===== config.mk =====
export PLATFORM = sky130hd
export DESIGN_NAME = servo_pwm_driver
export DESIGN_NICKNAME = d
export VERILOG_FILES = /design/src/rtl/servo_pwm_driver.sv
export SDC_FILE = /design/constraint.sdc
export NUM_CORES = 1
export LEC_CHECK = 0
export CORE_MARGIN = 10
export CORE_UTILIZATION = 55
export CTS_BUF_LIST = sky130_fd_sc_hd__clkbuf_16
export DETAILED_ROUTE_END_ITERATION = 6
export PLACE_DENSITY = 0.71
export SLEW_MARGIN = 0
export SYNTH_ARGS = -nofsm -noshare
export SYNTH_HDL_FRONTEND = slang
export SYNTH_SLANG_ARGS = --single-unit

===== constraint.sdc =====
create_clock -name clk -period 11.7 [get_ports clk]
set_input_delay 1.17 -clock clk [delete_from_list [all_inputs] [get_ports clk]]
set_output_delay 1.17 -clock clk [all_outputs]
set_load 0.05 [all_outputs]

===== src/rtl/servo_pwm_driver.sv =====
// servo_pwm_driver
// Converts pan/tilt coordinates into hobby-servo PWM frames with per-frame
// slew limiting. It also gates the laser through a frame-counted safety
// timeout with a lockout state.
module servo_pwm_driver #(
  parameter int PERIOD_CYCLES     = 1_000_000,
  parameter int PULSE_MIN         = 50_000,
  parameter int PULSE_SPAN        = 50_000,
  parameter int MAX_STEP          = 500,
  parameter int LASER_MAX_PERIODS = 50,
  localparam int CNT_W            = $clog2(PERIOD_CYCLES)
) (
  input  logic             clk,
  input  logic             rst_n,
  input  logic [11:0]      driven_coordinates_x,
  input  logic [11:0]      driven_coordinates_y,
  input  logic             fire,
  output logic             pwm_x,
  output logic             pwm_y,
  output logic             laser,
  output logic             laser_lockout,
  output logic             period_start,
  output logic [CNT_W-1:0] pulse_x,
  output logic [CNT_W-1:0] pulse_y
);

  localparam int PROD_W = 12 + CNT_W;
  localparam int TMR_W  = (LASER_MAX_PERIODS < 1) ? 1 : $clog2(LASER_MAX_PERIODS + 1);

  localparam logic [CNT_W-1:0] MIN_C    = CNT_W'(PULSE_MIN);
  localparam logic [CNT_W-1:0] SPAN_C   = CNT_W'(PULSE_SPAN);
  localparam logic [CNT_W-1:0] CENTRE_C = CNT_W'(PULSE_MIN + PULSE_SPAN / 2);
  localparam logic [CNT_W-1:0] LAST_C   = CNT_W'(PERIOD_CYCLES - 1);
  localparam logic [CNT_W-1:0] STEP_C   = CNT_W'(MAX_STEP);
  localparam logic [TMR_W-1:0] TMR_LAST = TMR_W'(LASER_MAX_PERIODS - 1);
  localparam logic [TMR_W-1:0] TMR_MAX  = TMR_W'(LASER_MAX_PERIODS);

  typedef enum logic [1:0] {
    ST_OFF     = 2'd0,
    ST_ON      = 2'd1,
    ST_LOCKOUT = 2'd2
  } laser_state_t;

  logic [CNT_W-1:0] cnt_reg;
  logic             period_start_reg;
  laser_state_t     state_reg;
  logic [TMR_W-1:0] timer_reg;
  logic             laser_reg;
  logic             lockout_reg;

  // Free-running frame counter and its registered start-of-frame strobe
  always_ff @(posedge clk or negedge rst_n) begin
    if (!rst_n) begin
      cnt_reg          <= '0;
      period_start_reg <= 1'b0;
    end else begin
      cnt_reg          <= (cnt_reg == LAST_C) ? '0 : cnt_reg + 1'b1;
      period_start_reg <= (cnt_reg == '0);
    end
  end

  // One identical channel per axis: index 0 is pan (x), index 1 is tilt (y)
  genvar gi;
  for (gi = 0; gi < 2; gi++) begin : g_axis
    logic [11:0]       coord;
    logic [PROD_W-1:0] product;
    logic [CNT_W-1:0]  target_next;
    logic [CNT_W-1:0]  target_reg;
    logic [CNT_W-1:0]  pulse_reg;
    logic [CNT_W-1:0]  pulse_next;
    logic [CNT_W-1:0]  diff;
    logic              pwm_reg;

    assign coord = (gi == 0) ? driven_coordinates_x : driven_coordinates_y;

    // Linear coordinate-to-width map; the >>12 floors the scaled span
    always_comb begin
      product     = PROD_W'(coord) * PROD_W'(SPAN_C);
      target_next = MIN_C + CNT_W'(product >> 12);
    end

    // Next applied width: step toward the target by at most MAX_STEP
    always_comb begin
      pulse_next = pulse_reg;
      diff       = '0;
      if (MAX_STEP == 0) begin
        pulse_next = target_reg;
      end else if (target_reg > pulse_reg) begin
        diff       = target_reg - pulse_reg;
        pulse_next = pulse_reg + ((diff > STEP_C) ? STEP_C : diff);
      end else if (target_reg < pulse_reg) begin
        diff       = pulse_reg - target_reg;
        pulse_next = pulse_reg - ((diff > STEP_C) ? STEP_C : diff);
      end
    end

    // Target sampled every cycle; width committed only on the last frame
    // cycle so the next frame starts cleanly with the new value
    always_ff @(posedge clk or negedge rst_n) begin
      if (!rst_n) begin
        target_reg <= CENTRE_C;
        pulse_reg  <= CENTRE_C;
        pwm_reg    <= 1'b0;
      end else begin
        target_reg <= target_next;
        if (cnt_reg == LAST_C) begin
          pulse_reg <= pulse_next;
        end
        pwm_reg <= (cnt_reg < pulse_reg);
      end
    end
  end

  // Laser safety FSM: fire drop always wins, timeout counted in frames
  always_ff @(posedge clk or negedge rst_n) begin
    if (!rst_n) begin
      state_reg   <= ST_OFF;
      timer_reg   <= '0;
      laser_reg   <= 1'b0;
      lockout_reg <= 1'b0;
    end else begin
      case (state_reg)
        ST_OFF: begin
          laser_reg   <= 1'b0;
          lockout_reg <= 1'b0;
          if (fire) begin
            state_reg <= ST_ON;
            timer_reg <= '0;
            laser_reg <= 1'b1;
          end
        end
        ST_ON: begin
          if (!fire) begin
            state_reg <= ST_OFF;
            laser_reg <= 1'b0;
          end else if (period_start_reg) begin
            if (timer_reg == TMR_LAST) begin
              state_reg   <= ST_LOCKOUT;
              timer_reg   <= TMR_MAX;
              laser_reg   <= 1'b0;
              lockout_reg <= 1'b1;
            end else begin
              timer_reg <= timer_reg + 1'b1;
            end
          end
        end
        ST_LOCKOUT: begin
          if (period_start_reg && !fire) begin
            state_reg   <= ST_OFF;
            timer_reg   <= '0;
            lockout_reg <= 1'b0;
          end
        end
        default: begin
          state_reg   <= ST_OFF;
          timer_reg   <= '0;
          laser_reg   <= 1'b0;
          lockout_reg <= 1'b0;
        end
      endcase
    end
  end

  assign period_start  = period_start_reg;
  assign pwm_x         = g_axis[0].pwm_reg;
  assign pwm_y         = g_axis[1].pwm_reg;
  assign pulse_x       = g_axis[0].pulse_reg;
  assign pulse_y       = g_axis[1].pulse_reg;
  assign laser         = laser_reg;
  assign laser_lockout = lockout_reg;

endmodule

=== Word level (Yosys, flattened, before mapping) ===
Index checks and enable logic that the tools add are counted.

* $add $sub $neg: 12
* Multipliers: 2
* $lt $le $gt $ge: 10
* Equality and inequality tests: 11
* Muxes and demuxes: 31
* Bitwise gates (word level): 1
* Reductions and logical operators: 12

{| class="wikitable"
|+ Operators by type and width
! cell !! number
|-
| two-way mux 20 bit || 9
|-
| > comparator 20 x 9 -> 1 bit (second input constant) || 4
|-
| multiplier 12 x 12 -> 24 bit (second input constant) || 2
|-
| adder 20 bit || 2
|-
| > comparator 17 x 20 -> 1 bit || 2
|-
| less-than comparator 17 x 20 -> 1 bit || 2
|-
| less-than comparator 20 bit || 2
|-
| subtractor 17 x 20 -> 20 bit || 2
|-
| subtractor 20 x 17 -> 20 bit || 2
|-
| subtractor 20 bit || 2
|-
| adder 16 x 16 -> 17 bit (first input constant) || 2
|-
| two-way mux 6 bit || 5
|-
| adder 20 x 1 -> 20 bit (second input constant) || 1
|-
| equality test 20 bit (second input constant) || 1
|-
| logical NOT 20 bit || 1
|-
| one-hot mux 6 bit (3 select lines) || 1
|-
| AND reduction 4 bit || 3
|-
| two-way mux 2 bit || 5
|-
| != test 2 bit (second input constant) || 5
|-
| two-way mux 1 bit || 8
|-
| adder 6 x 1 -> 6 bit (second input constant) || 1
|-
| equality test 6 bit (second input constant) || 1
|-
| != test 3 bit (second input constant) || 2
|-
| one-hot mux 2 bit (3 select lines) || 1
|-
| 11 further kinds || 13
|}

* Register bits after elaboration: 107
* Bits of input ports: 27
* Output and inout port bits: 45
* Logic and storage cells: 91

=== Logic depth before layout (Yosys ltp) ===
* Depth after elaboration: 6
* Mapped depth: 33
* Depth with buffers taken out: 31

=== Least setup slack after synthesis ===
Ideal clock, no wire load.

* Kind: register -> register
* From: reg g_axis[0].pulse_reg[5] (netlist: pulse_x[5])
* To: reg g_axis[0].pulse_reg[18] (netlist: pulse_x[18])
* Setup time: 141 ps
* Arrival time: 6408 ps
* Required time: 11559 ps
* Slack: 5151 ps
* Stages on the path, launching flop included: 30
* Buffers on the path: 3
* Clock period less this slack: 6549 ps
* Path through: dfstp_2 -> inv_1 -> ha_1 -> clkbuf_1 -> nor2b_1 -> o31a_1 -> o211a_1 -> a2111oi_0 -> o211ai_1 -> a311oi_1 -> o2111ai_1 -> clkbuf_1 -> clkbuf_1 -> or2_2 -> ha_1 -> xnor2_1 -> a22o_1 -> ha_1 -> a21o_1 -> a21oi_1 -> nor2b_1 -> o21a_1 -> o22a_1 -> a41oi_1 -> a211o_1 -> o21ai_0 -> or4_1 -> a31oi_1 -> xor2_1 -> mux2i_1

* Longest elaborated chain between the ends: 6
* Elaborated cells between the ends (all ways): 14
* Classes of those cells: 4 x add/sub; 4 x order compare; 4 x mux; 2 x reduce/logical

{| class="wikitable"
|+ Ends and longest elaborated chain
! item !! line !! RTL
|-
| from (decl) || 69 || <nowiki>logic [CNT_W-1:0] pulse_reg;</nowiki>
|-
| from (signal assigned) || 107 || <nowiki>pulse_reg <= pulse_next;</nowiki>
|-
| subtractor 20 x 17 -> 20 bit || 92 || <nowiki>diff = pulse_reg - target_reg;</nowiki>
|-
| > comparator 20 x 9 -> 1 bit || 93 || <nowiki>pulse_next = pulse_reg - ((diff > STEP_C) ? STEP_C : diff);</nowiki>
|-
| two-way mux 20 bit || 93 ||
|-
| subtractor 20 bit || 93 ||
|-
| two-way mux 20 bit || 91 || <nowiki>end else if (target_reg < pulse_reg) begin</nowiki>
|-
| two-way mux 20 bit || 88 || <nowiki>end else if (target_reg > pulse_reg) begin</nowiki>
|}

Parallel ways exist; a longest one is shown, timed or not. The select of a mux whose other input is x is not followed.
A chain may end at the register's enable or synchronous reset.

=== Worst setup path after layout ===
Ends and elaborated chain as after synthesis.

==> out/qor.yml <==
tightest_slew_ns: 1.140
slowest_stage: "dfstp_2"
hold_viol_final: 0
antenna_left: 0
cp-end-kind: "flop"
largest_reg_flops: 34
setup_tns_ns: 0
crit_top_cell: "ha_1"
synth_top_area_cell: "ha_1"
power.density_mw_per_mm2: 205.0
first_pass_iters: 7
syn_nets: 2394
postCtsSetupRepairBufs: 0
die_h_um: 193.0
yosys_most_used_dff: "dfrtp_1"
clkSlewWorstSetupHoldPaths_ns: 0.09
drt_iter0_markers: 1067
ir_worst_vdd_uv: 125.6
critical_path_class: "reg2reg"
pin_count: 72
wirelength_mm: 40.80
worst_ep_required_time_ns: 11.91
cpPeakStageDelay_ns: 0.56
synthTopCellsByArea: "ha_1 (24%), dfrtp_1 (11%), fa_1 (7.3%)"
rows: 63
start_kind: "flop"
yosys.cell_count.top_type: "ha_1"
synth_top_area_share_pct: 23.88
numCtsBuffers: 9
post-place-cells: 2402
synth-seq-area-share_pct: 16.52
reg2reg_from: "pulse_x[5]"
htreeDepth: 3
start_util_pct: 55.67
grt_pass1_wl_mm: 67.99
cts.sinks: 107
slew_viol_final: 0
final_cells: 2418
hp-start: "laser_lockout"
cts-root-buf: "clkbuf_16"
synth_common_cells: "ha_1 (314), inv_1 (264), o21ai_0 (142)"
synth_edf_count: 0
critPathLaunch: "pulse_x[5]"
grt_pass1_vias: 13530
wl_per_cell_um: 16.87
clock_latency_ns: 0.38
ys_warn_count: 0
finalNetCount: 2424
antenna_cells: 0
dp_hpwl_mm: 33.83
post_cts_resized: 0
portBuffers: 71
crit_fanout: 20
p_leak_nw: 8.442
ys_ff_latch: 107
rsz0062_at_grt: "no"
avgSynthCellArea_sq_um: 8.256
antenna_found_initial: 0
drc: 0
avgViaCountPerCell: 5.798
finalPower_mw: 3.648
vias: 14020
outcome: "finished, final reports clean"
max_slew_margin_pct: 23.57
syn_inst: 1993
finalCriticalPeriod_ns: 7.233
core_sq_mm: 0.02956
die_x_um: 193.0
final_layout_size_suffix_gt1_share_pct: 4.931
gp_congestion: 0.9529
finalSetupViolCount: 0
grt_remaining_overflow: 0
worstPathArrival_ns: 7.45
cts_hold_buf: 0
async_reset_ff_share_pct: 100.0
ctsLongestPathBuffers: 2
area_growth_pct: 8.136
timing.final.crit_share_pct: 61.82
fmax_mhz: 138.3
maxCapViolCount: 0
hold_path_class: "reg2reg"
track_usage_pct: 22.18
cts_tree: "yes"
clock_skew_ns: 0.01377
synthesis.area_sq_mm: 0.01645
die-area_sq_mm: 0.03724
grt_max_degree: 70
synth.distinct_cells: 88
-- stage by stage --
step	hold slack, ns	setup WS, ns	util (%)	area [sq um]
floorplan	0.4771	5.151	-	16450
global placement	0.5023	4.611	59.15	17490
detailed placement	0.4979	4.607	59.15	17490
CTS	0.5201	4.522	60.19	17790
global route	0.5343	3.956	60.19	17790
finish	0.5170	4.467	60.19	17790
-- placed cells by master, fill, tap and decap left out, types with 8 or more instances in the layout --
cell type,n
ha_1,314
inv_1,264
o21ai_0,142
nand2_1,135
a21oi_1,117
nor2_1,114
xnor2_1,95
dfrtp_1,75
clkdlybuf4s50_1,70
fa_1,60
xor2_1,54
nand3_1,52
a21o_1,48
nor3_1,40
dfstp_2,32
nand2b_1,30
o31ai_1,24
o21a_1,23
nor2b_1,20
nand4_1,18
and3_1,17
a211oi_1,17
nor4_1,16
o21bai_1,16
a31oi_1,14
or3_1,13
or2_2,13
o211ai_1,11
mux2i_1,10
and2_1,9
clkbuf_16,9
nand3b_1,8
mux2_2,8
-- cells by family after synthesis --
group / count (synthesis) / synth area share (%)
AOI/OAI and AO/OA: 501 / 19.57
xor gates and xnor gates: 149 / 7.931
adders and majority gates: 374 / 31.18
buffers and inverters: 321 / 7.459
DFF: 107 / 16.52
muxes: 18 / 1.156
and+or+nand+nor: 523 / 16.19
-- layer usage --
metal | part of all wire, % | track usage [%]
met5 | 0 | 0
met4 | 2.1 | 6.124
met3 | 3.9 | 1.817
met2 | 46 | 36.89
met1 | 48 | 30.37
-- where the power goes --
group | switching [mW] | total [mW] | internal [mW] | leakage (nW)
clock network | 0.161 | 0.331 | 0.170 | 0.145
logic | 1.63 | 2.77 | 1.14 | 6.98
registers | 0.0708 | 0.552 | 0.481 | 1.31
total | 1.86 | 3.65 | 1.79 | 8.44
-- final cells by class --
| type | count | area (sq um) |
|---|---|---|
| Multi-Input combinational cell | 1565 | 12540 |
| Clock inverter | 7 | 82.58 |
| Fill cell | 2705 | 11770 |
| Sequential cell | 107 | 2718 |
| Clock buffer | 9 | 225.2 |
| Timing Repair Buffer | 76 | 745.7 |
| Tap cell | 390 | 488.0 |
| Inverter | 264 | 991.0 |
-- worst max-delay path: cells and delay by family (launching register included) --
family / cells / cell delay [ns]
adder cells (fa/ha/maj): 3 / 1.03
XOR/XNOR: 2 / 0.31
multiplexers: 1 / 0.09
flip-flops: 1 / 0.56
buffers and inverters: 2 / 0.34
AO/OA/AOI/OAI: 16 / 3.79
AND/OR/NAND/NOR: 4 / 0.96
-- path summary, 6_finish.rpt --
path / end / slack (ns) / depth (start not counted)
max in group asynchronous: pulse_x[1] / 9.66 / 2
worst min register to register: laser_lockout / 0.52 / 2
min in group asynchronous: timer_reg[1] / 0.77 / 1
worst max-delay path: pulse_x[18] / 4.47 / 28
worst max register to register: pulse_x[18] / 4.47 / 28
worst min-delay path: laser_lockout / 0.52 / 2
(Power assumes the default switching activity.)
==> RTL change 1 (same settings) <==
Encoding of `laser_state_t`: now one-hot (3 bits for 3 states).
--- a/src/rtl/servo_pwm_driver.sv
+++ b/src/rtl/servo_pwm_driver.sv
@@ -37,6 +37,6 @@
 
-  typedef enum logic [1:0] {
-    ST_OFF     = 2'd0,
-    ST_ON      = 2'd1,
-    ST_LOCKOUT = 2'd2
+  typedef enum logic [2:0] {
+    ST_OFF     = 3'b001,
+    ST_ON      = 3'b010,
+    ST_LOCKOUT = 3'b100
   } laser_state_t;
Function: no difference found for any inputs over 10 cycles, from zero or initial values and one cycle with rst_n low; not proved beyond that.
==> RTL change 1 against the unedited design <==
- worst setup slack worse by 0.40 ns
- largest power group unchanged
- sequential cell count up 1
- total power up 2.8%
- critical endpoint is now pulse_y[19]
- clock skew down 0.0066 ns
- area after synthesis down 0.56%
- final area down 0.65%
- wire length down 1.7%
- worst hold slack worse by 0.0062 ns
- count of clock-buffer cells in the layout unchanged
==> RTL change 1: results <==
metrics = {
    "logic_synthesis": {
        "synth_edf_count": 0,
        "synth_commonest_cells": "ha_1 (314), inv_1 (268), o21ai_0 (132)",
        "seq_area_frac_synth": 0.168,
        "postSynthAreaPerCell_um2": 8.34,
        "synth_area_leaders": "ha_1 (24%), dfrtp_1 (11%), fa_1 (7.3%)",
        "synth.distinct_cells": 83,
        "synthFlopType": "dfrtp_1",
        "synthArstFlopShare": 1.00,
    },
    "worst_setup_path": {
        "crit_family": "compound AO/OA/AOI/OAI gates",
        "arrival_ns": 7.92,
        "slowest_stage": "or4b_2",
        "cp_max_fo": 20,
        "max_stage_delay_ns": 0.65,
    },
    "sta": {
        "skew_ns": 0.00720,
        "slew-limit-headroom": 0.250,
    },
    "route": {
        "first_iter_violations": 846,
        "drt-total-wl_um": 40100,
        "first_pass_iters": 6,
        "ant_nets": 0,
        "routedWlPerCell_um": 16.8,
        "vias": 13800,
    },
    "global_routing": {
        "grt_pass1_wl_um": 66900,
        "grt_max_degree": 68,
        "track_usage": 0.219,
    },
    "layout": {
        "n_fill_cell": 2661,
        "final_nets": 2396,
        "largest_reg_flops": 34,
        "drive_gt1_frac": 0.0515,
    },
    "run_status": {
        "outcome": "complete, no violations",
    },
    "clock_tree": {
        "cts_setup_buffers": 0,
        "cts-root-buf": "clkbuf_16",
        "cts_max_level": 3,
        "clockBufferDepth": 2,
        "cts_resized": 0,
        "clk_pin_slew_ns": 0.08,
    },
    "power_and_ir_drop": {
        "power_leakage_nw": 8.58,
        "ir_drop_v": 0.000105,
    },
    "placed_design": {
        "gp_congestion": 0.927,
        "hpwl_um": 33100,
    },
}
## RTL change 1: changes by cell type in the layout (fill, tap and decap cells not counted), sizes merged, moves of 7 or more
| cell | unedited run | this run |
|---|---|---|
| nor2 | 114 | 125 |
| nand3 | 53 | 42 |
| a21o | 48 | 64 |
| a31o | 2 | 12 |
| nand2 | 135 | 113 |
| or2 | 16 | 8 |
| o2111ai | 7 | 0 |
| o21ai | 149 | 135 |
## RTL change 1: layout make-up
cell class              count  area [µm²]  share of cell area
multi-input cells        1532       12400               0.702
repair buffers             75         738              0.0418
clock inverters             7        58.8             0.00333
well taps                 390         488              0.0276
clock buffers               9         225              0.0127
inverters                 269        1010              0.0571
flip-flops and latches    108        2740               0.155
## RTL change 1: logic make-up (layout without fill, tap and decap cells)
family	after synthesis	in the layout	synth area share
buffers and inverters	322	360	0.0750
DFF	108	108	0.168
xor gates and xnor gates	149	149	0.0798
AOI/OAI and AO/OA	510	510	0.206
adders and majority gates	374	374	0.314
muxes	17	17	0.0110
and+or+nand+nor	482	482	0.147
## RTL change 1: power by group
part	total (W)	switching [W]	internal, W
Combinational	0.00289	0.00171	0.00119
Clock	0.000303	0.000155	0.000148
Sequential	0.000555	0.0000683	0.000487
## RTL change 1: per-layer routing
metal / vias to the layer above / routed length [µm] / track usage
li1: 6920 / - / -
met1: 6555 / 18900 / 0.292
met2: 273 / 18800 / 0.370
met3: 42 / 1710 / 0.0248
met4: 0 / 651 / 0.0561
met5: - / 0 / 0
## RTL change 1: final timing paths
kind                             from     endpoint  slack (ns)  cells after the start
setup / recovery           pulse_y[1]  pulse_y[19]        4.07                     29
hold reg to reg                 laser        laser        0.51                      1
max in group asynchronous       rst_n   pulse_x[0]        9.65                      2
min in group asynchronous       rst_n  pulse_y[14]        0.77                      1
hold / removal                  laser        laser        0.51                      1
setup reg to reg           pulse_y[1]  pulse_y[19]        4.07                     29
## RTL change 1: per-stage QoR
stage	setup slack [ns]	area, µm²	power (W)
after global placement	4.52	17400	0.00336
after CTS	4.20	17700	0.00375
after detailed placement	4.25	17400	0.00342
after global routing	3.46	17700	0.00414
after floorplan	5.03	16400	0.00283
final	4.07	17700	0.00375
==> RTL change 2 (same settings) <==
Without the edit above. Set the parameter `PERIOD_CYCLES` to 2_000_000 (it was 1_000_000).
--- a/src/rtl/servo_pwm_driver.sv
+++ b/src/rtl/servo_pwm_driver.sv
@@ -5,3 +5,3 @@
 module servo_pwm_driver #(
-  parameter int PERIOD_CYCLES     = 1_000_000,
+  parameter int PERIOD_CYCLES     = 2_000_000,
   parameter int PULSE_MIN         = 50_000,
Ports: changed (resized pulse_x and pulse_y); port bits go from 72 to 74. The function was not compared with the original's and may differ.
==> RTL change 2 against the unedited design <==
- total power increased by 7.0%
- wire length increased by 19%
- via count increased by 11%
- final area increased by 5.8%
- sequential cell count increased by 3
- synthesized cell count increased by 7.2%
- die area increased by 6.0%
- clock skew decreased by 0.00065 ns
- largest cell class unchanged
- count of clock-buffer cells in the layout unchanged
- sequential power about the same
- combinational power increased by 9.4%
- worst setup slack got worse by 0.74 ns
- area after synthesis increased by 6.7%
==> RTL change 2: results <==
metrics = {
    "run_status": {
        "outcome": "complete, no violations",
    },
    "sta": {
        "fmax_ghz": 0.125,
        "hold_ws_ns": 0.513,
    },
    "route": {
        "vias": 15500,
        "viasPerCell": 6.04,
        "dr.max_layer_used": "met5",
        "met3_wirelength_um": 2690,
        "drt-met1-wl_um": 22800,
    },
    "placed_design": {
        "placed_area_um2": 18500,
        "placed_cells": 2557,
        "place_ws_ns": 4.01,
        "portBuffers": 73,
    },
    "power_and_ir_drop": {
        "p_comb_frac": 0.776,
        "intPower_w": 0.00186,
        "sequentialPowerShare": 0.141,
        "ir_drop_v": 0.000129,
    },
    "layout": {
        "seq_area_um2": 2790,
        "multi_input_area_share": 0.715,
    },
    "worst_setup_path": {
        "slowest_stage": "nand4_1",
        "crit_path_end": "pulse_y[20]",
        "cp_max_fo": 18,
    },
    "global_routing": {
        "track_usage": 0.246,
        "use_met1": 0.337,
    },
    "logic_synthesis": {
        "synth.distinct_cells": 90,
        "syn_area_um2": 17600,
        "seq_area_frac_synth": 0.159,
    },
}
[RTL change 2: cell types whose count changed after synthesis, sizes merged, moves of 10 or more]
cell,delta
nor3,+15
nor2,-10
o21a,+12
o21ai,+10
nand4,+10
nand2,+19
a21o,+16
or3,+15
xnor2,-13
[RTL change 2: tightest hold or removal path, cell delays in order (launching register included)]
cell	delay [ns]
dfstp_2	0.40
nand2_1	0.05
o21ai_0	0.06
[RTL change 2: logic make-up (layout without fill, tap and decap cells)]
kind of cell / count (synthesis) / count (layout) / share of synthesized area
AOI/OAI and AO/OA: 570 / 570 / 0.214
adders and majority gates: 378 / 378 / 0.295
buffers and inverters: 325 / 360 / 0.0754
and+or+nand+nor: 593 / 593 / 0.174
DFF: 110 / 110 / 0.159
xor gates and xnor gates: 143 / 143 / 0.0713
muxes: 17 / 17 / 0.0115
